--- config.mk ---
export PLATFORM = sky130hd
export DESIGN_NAME = fp_normalize_iter_flat
export DESIGN_NICKNAME = d
export VERILOG_FILES = /design/src/rtl/fp_normalize_iter_pkg.sv /design/src/rtl/fp_normalize_iter_if.sv /design/src/rtl/fp_normalize_iter_lzc.sv /design/src/rtl/fp_normalize_iter.sv /design/src/flat_wrapper.sv
export SDC_FILE = /design/constraint.sdc
export NUM_CORES = 1
export LEC_CHECK = 0
export CAP_MARGIN = 20
export CORE_MARGIN = 8
export CORE_UTILIZATION = 35
export DETAILED_ROUTE_END_ITERATION = 8
export GPL_TIMING_DRIVEN = 0
export HOLD_SLACK_MARGIN = 0.1
export REMOVE_ABC_BUFFERS = 1
export SLEW_MARGIN = 20
export SYNTH_ARGS = -nofsm -noshare
export SYNTH_HDL_FRONTEND = slang
export SYNTH_SLANG_ARGS = --single-unit
export TNS_END_PERCENT = 5
--- constraint.sdc ---
create_clock -name clk -period 5.65 [get_ports clk]
set_input_delay 1.13 -clock clk [delete_from_list [all_inputs] [get_ports clk]]
set_output_delay 1.13 -clock clk [all_outputs]
set_load 0.1 [all_outputs]
--- src/rtl/fp_normalize_iter_pkg.sv ---
// Shared definitions for the FP mantissa/exponent normaliser: FSM state
// encoding and default geometry.
package fp_normalize_iter_pkg;

  typedef enum logic [1:0] {
    ST_IDLE = 2'd0,
    ST_RUN  = 2'd1,
    ST_DONE = 2'd2
  } state_t;

  localparam int DEF_MANT_W     = 12;
  localparam int DEF_EXP_W      = 5;
  localparam int DEF_SHIFT_STEP = 4;

endpackage

--- src/rtl/fp_normalize_iter_if.sv ---
// Valid/ready handshake bundle between the add/sub mantissa stage, the
// normaliser and the rounding stage.
interface fp_normalize_iter_if
  import fp_normalize_iter_pkg::*;
#(
  parameter int MANT_W = DEF_MANT_W,
  parameter int EXP_W  = DEF_EXP_W
);
  logic              in_valid;
  logic              in_ready;
  logic [MANT_W-1:0] in_mant;
  logic [EXP_W-1:0]  in_exp;
  logic              out_valid;
  logic              out_ready;
  logic [MANT_W-1:0] out_mant;
  logic [EXP_W-1:0]  out_exp;
  logic              out_zero;
  logic              out_ovf;
  logic              out_denorm;

  modport master (
    output in_valid, in_mant, in_exp, out_ready,
    input  in_ready, out_valid, out_mant, out_exp, out_zero, out_ovf, out_denorm
  );

  modport slave (
    input  in_valid, in_mant, in_exp, out_ready,
    output in_ready, out_valid, out_mant, out_exp, out_zero, out_ovf, out_denorm
  );
endinterface

--- src/rtl/fp_normalize_iter_lzc.sv ---
// Combinational leading-zero counter; counts from the MSB of data_i and
// flags an all-zero word (count saturates at W).
module fp_normalize_iter_lzc
  import fp_normalize_iter_pkg::*;
#(
  parameter int W    = DEF_MANT_W - 1,
  parameter int CNT_W = $clog2(W + 1)
) (
  input  logic [W-1:0]     data_i,
  output logic [CNT_W-1:0] cnt_o,
  output logic             zero_o
);

  logic found;

  always_comb begin
    cnt_o  = CNT_W'(W);
    found  = 1'b0;
    for (int i = W - 1; i >= 0; i--) begin
      if (!found && data_i[i]) begin
        cnt_o = CNT_W'(W - 1 - i);
        found = 1'b1;
      end
    end
    zero_o = !found;
  end

endmodule

--- src/rtl/fp_normalize_iter.sv ---
// Multi-cycle normaliser: one right shift on carry-out, otherwise bounded
// left shifts per cycle until the hidden bit is set or the exponent floors.
module fp_normalize_iter
  import fp_normalize_iter_pkg::*;
#(
  parameter int MANT_W     = DEF_MANT_W,
  parameter int EXP_W      = DEF_EXP_W,
  parameter int SHIFT_STEP = DEF_SHIFT_STEP
) (
  input  logic                clk,
  input  logic                rst_n,
  fp_normalize_iter_if.slave  bus,
  output logic                busy_o
);

  localparam int LZ_W = $clog2(MANT_W);
  localparam int CAR  = MANT_W - 1;
  localparam int HID  = MANT_W - 2;
  localparam logic [EXP_W-1:0] EXP_MAX = {EXP_W{1'b1}};
  localparam int unsigned STEP_U = SHIFT_STEP;

  state_t            state_q, state_d;
  logic [MANT_W-1:0] mant_q, mant_d;
  logic [EXP_W-1:0]  exp_q, exp_d;
  logic [MANT_W-1:0] omant_q;
  logic [EXP_W-1:0]  oexp_q;
  logic              ozero_q, oovf_q, oden_q;

  logic              accept, load_out;
  logic              zero_d, ovf_d, den_d;
  logic [LZ_W-1:0]   lz;
  logic              lz_zero;
  int unsigned       n_u;
  logic [MANT_W-1:0] mant_sh;
  logic [EXP_W-1:0]  exp_sh, exp_inc;

  // Leading zeros are counted below the carry bit, starting at the hidden bit.
  fp_normalize_iter_lzc #(
    .W     (MANT_W - 1),
    .CNT_W (LZ_W)
  ) u_lzc (
    .data_i (mant_q[HID:0]),
    .cnt_o  (lz),
    .zero_o (lz_zero)
  );

  always_comb begin
    n_u = 32'(lz);
    if (n_u > STEP_U) n_u = STEP_U;
    if (n_u > 32'(exp_q)) n_u = 32'(exp_q);
    mant_sh = mant_q << n_u;
    exp_sh  = exp_q - EXP_W'(n_u);
    exp_inc = exp_q + EXP_W'(1);
  end

  assign accept = (state_q == ST_IDLE) && bus.in_valid;

  always_comb begin
    state_d  = state_q;
    mant_d   = mant_q;
    exp_d    = exp_q;
    load_out = 1'b0;
    zero_d   = 1'b0;
    ovf_d    = 1'b0;
    den_d    = 1'b0;
    unique case (state_q)
      ST_IDLE: begin
        if (accept) begin
          mant_d  = bus.in_mant;
          exp_d   = bus.in_exp;
          state_d = ST_RUN;
        end
      end
      ST_RUN: begin
        if (!mant_q[CAR] && lz_zero) begin
          exp_d    = '0;
          zero_d   = 1'b1;
          load_out = 1'b1;
        end else if (mant_q[CAR] && exp_q == EXP_MAX) begin
          ovf_d    = 1'b1;
          load_out = 1'b1;
        end else if (mant_q[CAR]) begin
          // Jam the shifted-out bit into bit 0 so rounding still sees it.
          mant_d   = {1'b0, mant_q[CAR:2], mant_q[1] | mant_q[0]};
          exp_d    = exp_inc;
          ovf_d    = (exp_inc == EXP_MAX);
          load_out = 1'b1;
        end else if (mant_q[HID]) begin
          load_out = 1'b1;
        end else if (exp_q == '0) begin
          den_d    = 1'b1;
          load_out = 1'b1;
        end else begin
          mant_d = mant_sh;
          exp_d  = exp_sh;
          if (mant_sh[HID] || exp_sh == '0) begin
            den_d    = !mant_sh[HID];
            load_out = 1'b1;
          end
        end
        if (load_out) state_d = ST_DONE;
      end
      ST_DONE: begin
        if (bus.out_ready) state_d = ST_IDLE;
      end
      default: state_d = ST_IDLE;
    endcase
  end

  always_ff @(posedge clk or negedge rst_n) begin
    if (!rst_n) begin
      state_q <= ST_IDLE;
      mant_q  <= '0;
      exp_q   <= '0;
      omant_q <= '0;
      oexp_q  <= '0;
      ozero_q <= 1'b0;
      oovf_q  <= 1'b0;
      oden_q  <= 1'b0;
    end else begin
      state_q <= state_d;
      mant_q  <= mant_d;
      exp_q   <= exp_d;
      if (load_out) begin
        omant_q <= mant_d;
        oexp_q  <= exp_d;
        ozero_q <= zero_d;
        oovf_q  <= ovf_d;
        oden_q  <= den_d;
      end else if (accept) begin
        ozero_q <= 1'b0;
        oovf_q  <= 1'b0;
        oden_q  <= 1'b0;
      end
    end
  end

  assign bus.in_ready   = (state_q == ST_IDLE);
  assign bus.out_valid  = (state_q == ST_DONE);
  assign bus.out_mant   = omant_q;
  assign bus.out_exp    = oexp_q;
  assign bus.out_zero   = ozero_q;
  assign bus.out_ovf    = oovf_q;
  assign bus.out_denorm = oden_q;
  assign busy_o         = (state_q != ST_IDLE);

endmodule

--- src/flat_wrapper.sv ---
// flat-port wrapper written by rule: the top's interface ports become plain ports
module fp_normalize_iter_flat import fp_normalize_iter_pkg::*;
#(
  parameter int MANT_W     = DEF_MANT_W,
  parameter int EXP_W      = DEF_EXP_W,
  parameter int SHIFT_STEP = DEF_SHIFT_STEP
)
  (clk, rst_n, busy_o, bus_in_valid, bus_in_mant, bus_in_exp, bus_out_ready, bus_in_ready, bus_out_valid, bus_out_mant, bus_out_exp, bus_out_zero, bus_out_ovf, bus_out_denorm);
  fp_normalize_iter_if #(.MANT_W(MANT_W), .EXP_W(EXP_W)) bus_i ();
  input  logic clk;
  input  logic rst_n;
  output logic busy_o;
  input wire logic [$bits(bus_i.in_valid)-1:0] bus_in_valid;
  input wire logic [$bits(bus_i.in_mant)-1:0] bus_in_mant;
  input wire logic [$bits(bus_i.in_exp)-1:0] bus_in_exp;
  input wire logic [$bits(bus_i.out_ready)-1:0] bus_out_ready;
  output wire logic [$bits(bus_i.in_ready)-1:0] bus_in_ready;
  output wire logic [$bits(bus_i.out_valid)-1:0] bus_out_valid;
  output wire logic [$bits(bus_i.out_mant)-1:0] bus_out_mant;
  output wire logic [$bits(bus_i.out_exp)-1:0] bus_out_exp;
  output wire logic [$bits(bus_i.out_zero)-1:0] bus_out_zero;
  output wire logic [$bits(bus_i.out_ovf)-1:0] bus_out_ovf;
  output wire logic [$bits(bus_i.out_denorm)-1:0] bus_out_denorm;
  assign bus_i.in_valid = bus_in_valid;
  assign bus_i.in_mant = bus_in_mant;
  assign bus_i.in_exp = bus_in_exp;
  assign bus_i.out_ready = bus_out_ready;
  assign bus_in_ready = bus_i.in_ready;
  assign bus_out_valid = bus_i.out_valid;
  assign bus_out_mant = bus_i.out_mant;
  assign bus_out_exp = bus_i.out_exp;
  assign bus_out_zero = bus_i.out_zero;
  assign bus_out_ovf = bus_i.out_ovf;
  assign bus_out_denorm = bus_i.out_denorm;
  fp_normalize_iter #(.MANT_W(MANT_W), .EXP_W(EXP_W), .SHIFT_STEP(SHIFT_STEP)) u_core (.clk(clk), .rst_n(rst_n), .bus(bus_i), .busy_o(busy_o));
endmodule
==> reports/results.tsv <==
metric	value	unit
outcome	complete, no violations	
H-tree levels	2	
cell area after synthesis	3390	um^2
Worst Setup End Kind	flop	
core outline area	9590	um^2
Num CTS Buffers	5	
Worst Slack Setup Final	0.321	ns
initial antenna violation count	0	
CTS Sinks	39	
crit path max fanout	12	
worst path arrival time	5.51	ns
Synth cell types	77	
post-synthesis sequential area ratio	28.8	%
Final Hold Violating Endpoints	0	
CP Class	reg2reg	
period utilisation layout	94.3	%
die area	13100	um^2
IO Port Bufs	43	
Req. time, crit path	5.83	ns
insertion delay to the later sink of the worst-skew pair	0.30	ns
cell count after synthesis	395	
grt ovf	0	
Cell Rows	36	
starting DRC count in detailed routing	278	
Syn Area/Cell	8.57	um^2
fin. max-slew vios	0	
relative slew slack	33.6	%
Clock Root Buffer	clkbuf_8	
vias per cell	6.16	
number of max-cap violations	0	
post-route ant nets	0	
clock slew at reported path FFs	0.08	ns
Starting Density	35.3	%
DRC	0	
FMAX	188	MHz
drt first pass iters	5	
dominant cells by area after synthesis	dfrtp_1 29%, a21oi_1 4.7%, ha_1 4.4%	
GP Congestion	0.898	
Primary FF master, synth	dfrtp_1	
# IOs	44	
diode count	0	
share of layout cells above drive strength 1	9.31	%
post-synth top area share	28.8	%
final WL	11500	um
Die Y	114	um
Hold Path Class	reg2reg	
Hold Worst Slack	0.487	ns
WHS Path Cells	1	
clk_skew	0.00777	ns
Yosys warnings	0	
Seq cells post-synth	39	
total track usage	17.6	%
CTS tree	built	
area leader, netlist	dfrtp_1	
via count	3398	
vias in the first global route	3311	
first-pass GRT wire length	18300	um
final-stage net count	453	
min cycle time layout	5.33	ns
ys async rst share	100	%
pre-CTS setup slack	-0.0687	ns
worst reg-to-reg path cell count	18	
Final setup viols	0	
drt wl/cell	20.7	um
clk buf depth	2	
dpl hpwl	8220	um
largest net degree at the start of global routing	29	
die span in x	114	um
CP startpoint kind	flop	
Post-synth EDFFs	0	
worst slew pin tran	0.994	ns
P&R area growth vs syn	20.1	%
worst max-delay path: stages (launching register included):
cell,delay [ns]
dfrtp_1,0.56
or2_2,0.42
nor2_2,0.32
ha_1,0.36
a21oi_1,0.32
o211a_4,0.31
o21ai_1,0.17
nand2_1,0.31
clkinvlp_4,0.29
fa_1,0.50
a21o_1,0.18
a21oi_1,0.18
xnor2_1,0.11
nand4b_1,0.12
nor2_1,0.07
nor3_2,0.38
a21oi_4,0.11
buf_12,0.17
mux2_1,0.31
final cells by class:
cell class | count | area [um^2]
fillers | 949 | 5530
multi-input cells | 301 | 2230
flip-flops and latches | 39 | 976
repair buffers | 49 | 495
well taps | 133 | 166
inverters | 23 | 91.3
clock buffers | 5 | 68.8
clock inverters | 2 | 37.5
layout by cell type, fill, tap and decap left out, types with 6 or more instances in the layout:
| cell type | count |
|---|---|
| mux2i_1 | 8 |
| nand2_1 | 26 |
| nor2b_1 | 7 |
| nor2_1 | 14 |
| nand3_1 | 15 |
| ha_1 | 12 |
| clkdlybuf4s50_1 | 42 |
| nor3_1 | 11 |
| o21ai_0 | 13 |
| o221ai_1 | 16 |
| dfrtp_1 | 39 |
| inv_1 | 20 |
| mux2_1 | 10 |
| o22ai_1 | 13 |
| a221o_1 | 6 |
| a21o_1 | 8 |
| a21oi_1 | 32 |
per-layer routing:
| layer | vias to the layer above | routed length [um] | GRT usage [%] |
|---|---|---|---|
| met1 | 1651 | 4930 | 22.9 |
| met2 | 146 | 5460 | 28.4 |
| li1 | 1580 | - | - |
| met5 | - | 0 | 0 |
| met3 | 21 | 825 | 3.11 |
| met4 | 0 | 238 | 6.57 |
through the flow:
stage / instance area, um^2 / std cells / util [%] / setup TNS (ns)
floorplan: 3240 / 362 / - / 0
global placement: 3830 / 538 / 40.0 / -0.298
detailed placement: 3850 / 539 / 40.1 / -0.606
CTS: 3970 / 547 / 41.4 / 0
global route: 4070 / 552 / 42.4 / -0.0196
finish: 4070 / 552 / 42.4 / 0
path summary, 6_finish.rpt:
| kind | startpoint | to | slack (ns) |
|---|---|---|---|
| max | u_core.mant_q[8] | u_core.bus.out_exp[0] | 0.32 |
| min | u_core.bus.out_mant[9] | u_core.bus.out_mant[9] | 0.49 |
| max reg2reg | u_core.mant_q[8] | u_core.bus.out_exp[0] | 0.32 |
| min reg2reg | u_core.bus.out_mant[9] | u_core.bus.out_mant[9] | 0.49 |
| max in group asynchronous | rst_n | u_core.mant_q[9] | 4.50 |
| min in group asynchronous | rst_n | u_core.mant_q[10] | 0.70 |
cells by family after synthesis:
logic type / share of synthesized area, %
AOI/OAI and AO/OA: 34.2
and+or+nand+nor: 16.3
buffers and inverters: 6.95
DFF: 28.8
muxes: 7.35
adders and majority gates: 5.03
xor gates and xnor gates: 1.29
other: 0.111
sequential cells by signal, summed over array words and instances, names as in the netlist:
register and count:
u_core.bus.out_denorm 1, u_core.exp_q 5, u_core.state_q 2, u_core.bus.out_exp 5, u_core.bus.out_mant 12, u_core.bus.out_ovf 1
u_core.bus.out_zero 1, u_core.mant_q 12
synthesized netlist by cell type, drive strengths merged (4+ instances only):
master and instances:
nand3 15, o22ai 14, a211oi 5, ha 12, o211ai 6, mux2 13, buf 10, o2111ai 4
mux2i 8, dfrtp 39, clkbuf 23, nand2 26, and3 4, a22oi 5, a221o 6, a21o 8
o221ai 16, nor2 16, nor3 14, inv 21, a2bb2oi 4, nand2b 5, a21oi 34, o21ai 16
xnor2 4, a31oi 4, nor2b 7, and2 4
timing repair:
item / in CTS / in global routing
pin swaps: 1 / 2
hold buffers: 0 / 0
resized for setup: 1 / 7
cloned: 1 / 0
buffers inserted: 0 / 5
endpoints found under the setup margin: 12 / 21
Power is left out: the tool's default activity adds up to more than one toggle a clock period on the data nets, which glitch-free logic cannot reach.
